<file path="config.mk">
export PLATFORM = sky130hd
export DESIGN_NAME = pc_fetch
export DESIGN_NICKNAME = d
export VERILOG_FILES = /design/src/rtl/pc_fetch.sv
export SDC_FILE = /design/constraint.sdc
export NUM_CORES = 1
export LEC_CHECK = 0
export ABC_AREA = 0
export CAP_MARGIN = 20
export CORE_MARGIN = 1.5
export CORE_UTILIZATION = 50
export DETAILED_ROUTE_END_ITERATION = 6
export GPL_ROUTABILITY_DRIVEN = 0
export MAX_ROUTING_LAYER = met4
export PLACE_DENSITY = 0.83
export SLEW_MARGIN = 20
export SYNTH_ARGS = -nofsm -noshare
export SYNTH_HDL_FRONTEND = slang
export SYNTH_SLANG_ARGS = --single-unit
</file>
<file path="constraint.sdc">
create_clock -name clk -period 3.01 [get_ports clk]
set_input_delay 0.301 -clock clk [delete_from_list [all_inputs] [get_ports clk]]
set_output_delay 0.301 -clock clk [all_outputs]
set_load 0.02 [all_outputs]
</file>
<file path="src/rtl/pc_fetch.sv">
// Instruction-fetch front end: owns the PC, drives the synchronous-read instruction
// memory address, and tags each word leaving the memory with its PC and a valid flag.
module pc_fetch #(
   parameter logic [4:0] RESET_PC = 5'd0,
   parameter logic [4:0] STEP     = 5'd4
) (
   input  logic       clk,
   input  logic       reset,
   input  logic       stall,
   input  logic       branch_taken,
   input  logic [4:0] branch_target,
   output logic [4:0] Address,
   output logic [4:0] fetch_pc,
   output logic       fetch_valid,
   output logic [7:0] fetch_count
);

   typedef enum logic [1:0] {
      BUBBLE = 2'd0,
      RUN    = 2'd1,
      HOLD   = 2'd2
   } state_t;

   state_t     state;
   state_t     state_nx;
   logic [4:0] pc;
   logic [4:0] pc_nx;
   logic [4:0] fetch_pc_nx;
   logic [7:0] count_nx;
   logic       replay;
   logic       accept;

   // A word is on the memory output exactly when the last edge did not squash it.
   assign fetch_valid = (state != BUBBLE);
   assign replay      = stall && fetch_valid;
   assign accept      = fetch_valid && !stall && !branch_taken;

   always_comb begin
      // NOTE: every signal gets a default before the branches, so no path leaves one
      // unassigned and no latch is inferred.
      state_nx    = state;
      pc_nx       = pc;
      fetch_pc_nx = fetch_pc;
      count_nx    = fetch_count;
      Address     = pc;

      if (branch_taken) begin
         // Redirect beats stall; the word fetched from pc this edge is squashed.
         pc_nx    = branch_target;
         state_nx = BUBBLE;
      end else if (replay) begin
         // Re-issue the held word's address so the memory output stays stable.
         Address  = fetch_pc;
         state_nx = HOLD;
      end else begin
         fetch_pc_nx = pc;
         pc_nx       = pc + STEP;
         state_nx    = RUN;
         if (accept && fetch_count != 8'hFF) begin
            count_nx = fetch_count + 8'd1;
         end
      end
   end

   always_ff @(posedge clk) begin
      // NOTE: registers take non-blocking assignments so every flop samples the
      // pre-edge values regardless of statement order.
      if (reset) begin
         state       <= BUBBLE;
         pc          <= RESET_PC;
         fetch_pc    <= RESET_PC;
         fetch_count <= 8'd0;
      end else begin
         state       <= state_nx;
         pc          <= pc_nx;
         fetch_pc    <= fetch_pc_nx;
         fetch_count <= count_nx;
      end
   end

endmodule

</file>
==> results.sh <==
export IMPL_tightest_slew_ns=0.747
export IMPL_crit_fanout=5
export IMPL_clock_sinks=20
export IMPL_p_leak_nw=0.495
export IMPL_wl_per_cell_um=14.2
export IMPL_drtIter0Drc=43
export IMPL_cp_arrival_ns=2.28
export IMPL_rows=15
export IMPL_die_h_um=47.5
export IMPL_pre_cts_slack_ns=0.440
export IMPL_num_antenna_cells=0
export IMPL_grt_pass1_vias=793
export IMPL_hold_viol=0
export IMPL_die_w_um=47.5
export IMPL_finalSetupViolations=0
export IMPL_critical_path_class="in2out"
export IMPL_postCtsSetupRepairBufs=0
export IMPL_syn_area_sq_um=991
export IMPL_drc=0
export IMPL_cts_made_buffers=3
export IMPL_syn_area_per_cell_sq_um=9.72
export IMPL_max_freq_mhz=388
export IMPL_h_tree_depth=1
export IMPL_drv_slew=0
export IMPL_core_sq_um=1800
export IMPL_power_total_mw=0.504
export IMPL_tns_ns=0
export IMPL_dpl_instance_area_sq_um=1270
export IMPL_ctsHoldBuffers=0
export IMPL_ys_seq_area_share_pct=40.4
export IMPL_io_buffers=27
export IMPL_dr_pass1_iters=4
export IMPL_viasPerCell=5.71
export IMPL_grt_max_degree=22
export IMPL_final_cell_count_no_fill=154
export IMPL_cp_end_kind="output port"
export IMPL_nNetsFinal=142
export IMPL_grt_util_all_layers_pct=22.8
export IMPL_start_kind="input port"
export IMPL_dp_cells=151
export IMPL_initial_utilization_pct=55.0
export IMPL_synth_nets=113
export IMPL_status="completed"
export IMPL_routed_wl_mm=2.18
export IMPL_power_density_nw_per_um2=391
export IMPL_stdcell_area_sq_um=1290
export IMPL_ir_drop_mv=0.252
export IMPL_drv_cap=0
export IMPL_ant_nets=0
export IMPL_grt_pass1_wl_mm=3.46
export IMPL_fin_crit_ns=2.58
export IMPL_die_area_sq_um=2260
export IMPL_cts_clk_slew_worst_paths_ns=0.10
export IMPL_rsz0062_at_grt="false"
export IMPL_antenna_found_initial=0
export IMPL_ctsRootBufferMaster="clkbuf_4"
export IMPL_grt_ovfl_total=0
export IMPL_skew_ns=0.00545
export IMPL_cts_resized=0
export IMPL_postSynthCellCount=102
export IMPL_worstHoldPathType="reg2reg"
export IMPL_cts_tree="built"
export IMPL_setup_ws_ns=0.434
export IMPL_fin_crit_sh_pct=85.6
export IMPL_synth_distinct_cells=33
export IMPL_dpl_hpwl_mm=1.56
export IMPL_io_pins=28
export IMPL_synth_seq_cells=20
export IMPL_synth_warnings=0
export IMPL_cts_buffer_depth=2
export IMPL_slew_headroom_pct=49.8
export IMPL_syn_to_final_growth_pct=30.1
export IMPL_critPathRequiredTime_ns=2.71
export IMPL_drive_gt1_share_pct=11.6
export IMPL_clk_latency_ns=0.30
export IMPL_vias=880
export IMPL_filler_cell_count=155
[stage by stage]
step / hold WS (ns) / utilization, %
6_report: 0.527 / 71.5
5_1_grt: 0.572 / 71.5
4_1_cts: 0.525 / 71.5
3_5_place_dp: 0.507 / 70.3
3_3_place_gp: 0.485 / 70.3
2_1_floorplan: 0.448 / -
[power by group]
group / leakage [nW] / internal [mW] / total, mW / switching (mW)
logic: 0.318 / 0.0486 / 0.0932 / 0.0446
clock network: 0.0138 / 0.0467 / 0.127 / 0.0801
registers: 0.163 / 0.275 / 0.284 / 0.00923
[cell families after synthesis]
logic type	Yosys count	share of synthesized area [%]
flops	20	40.4
compound gates	18	11.5
fa+ha+maj	2	2.52
simple gates	37	21.8
xor+xnor	2	1.77
buf+inv	7	4.92
mux	16	17.0
[worst max-delay path, stage by stage]
cell and delay, ns:
clkdlybuf4s50_1 0.47, o21ai_1 0.15, nor2_1 0.41, mux2_2 0.39, clkdlybuf4s50_1 0.54
[Yosys cell counts]
master	n	area share, %
or4_1	4	3.0
o21ai_1	1	0.50
or3_1	1	0.63
nor2b_1	2	1.3
mux2i_1	9	9.1
and4_1	1	0.88
and3_1	2	1.3
ha_1	2	2.5
mux2_1	1	1.1
dfxtp_1	20	40
o21a_1	1	0.76
a21oi_1	7	3.5
nand2_1	2	0.76
and2_2	1	0.76
xnor2_1	1	0.88
a311oi_1	1	0.88
inv_1	2	0.76
nor2_8	1	2.0
or2_1	1	0.63
nor2_1	12	4.5
xor2_1	1	0.88
mux2_2	6	6.8
buf_6	3	3.4
o31ai_1	4	3.0
nor4_1	1	0.63
nand3_1	5	2.5
nor3_1	2	1.0
o21ai_0	2	1.0
clkbuf_1	2	0.76
a21oi_2	1	0.88
a41oi_1	1	0.88
nand3b_1	1	0.76
nand2_4	1	1.1
[flip-flops by register name, summed over array words and instances (netlist names)]
signal	cells
pc	5
fetch_count	8
fetch_pc	5
state	2
[cell usage in the layout (no fill, tap or decap), types with 2 or more instances in the layout]
| cell type | netlist | routed |
|---|---|---|
| clkdlybuf4s50_1 | 0 | 27 |
| dfxtp_1 | 20 | 20 |
| nor2_1 | 12 | 12 |
| mux2i_1 | 9 | 9 |
| a21oi_1 | 7 | 7 |
| mux2_2 | 6 | 6 |
| nand3_1 | 5 | 5 |
| o31ai_1 | 4 | 4 |
| or4_1 | 4 | 4 |
| clkbuf_4 | 0 | 3 |
| inv_1 | 2 | 2 |
| nor3_1 | 2 | 2 |
| o21ai_0 | 2 | 2 |
| nor2b_1 | 2 | 2 |
| and3_1 | 2 | 2 |
| nand2_1 | 2 | 2 |
| ha_1 | 2 | 2 |
| buf_4 | 0 | 2 |
[worst paths after layout]
path / startpoint / endpoint / slack [ns] / depth (start not counted)
worst min register to register: fetch_count[4] / fetch_count[4] / 0.53 / 2
worst min-delay path: fetch_count[4] / fetch_count[4] / 0.53 / 2
worst max-delay path: stall / Address[0] / 0.43 / 5
worst max register to register: fetch_count[0] / fetch_count[1] / 1.08 / 5
[layer usage]
metal	GRT usage [%]	up-vias	wire length, um
met1	28.4	420	993
met5	-	-	0
met4	11.7	0	38
li1	-	429	-
met2	34.3	25	1050
met3	5.28	6	97
[area by class of cell]
cell class | instances | area [sq um] | share of cell area (%)
Multi-Input combinational cell | 75 | 542 | 42.0
Inverter | 2 | 7.51 | 0.583
Sequential cell | 20 | 400 | 31.1
Clock buffer | 3 | 22.5 | 1.75
Timing Repair Buffer | 29 | 285 | 22.1
Tap cell | 25 | 31.3 | 2.43
(Power assumes the default switching activity.)
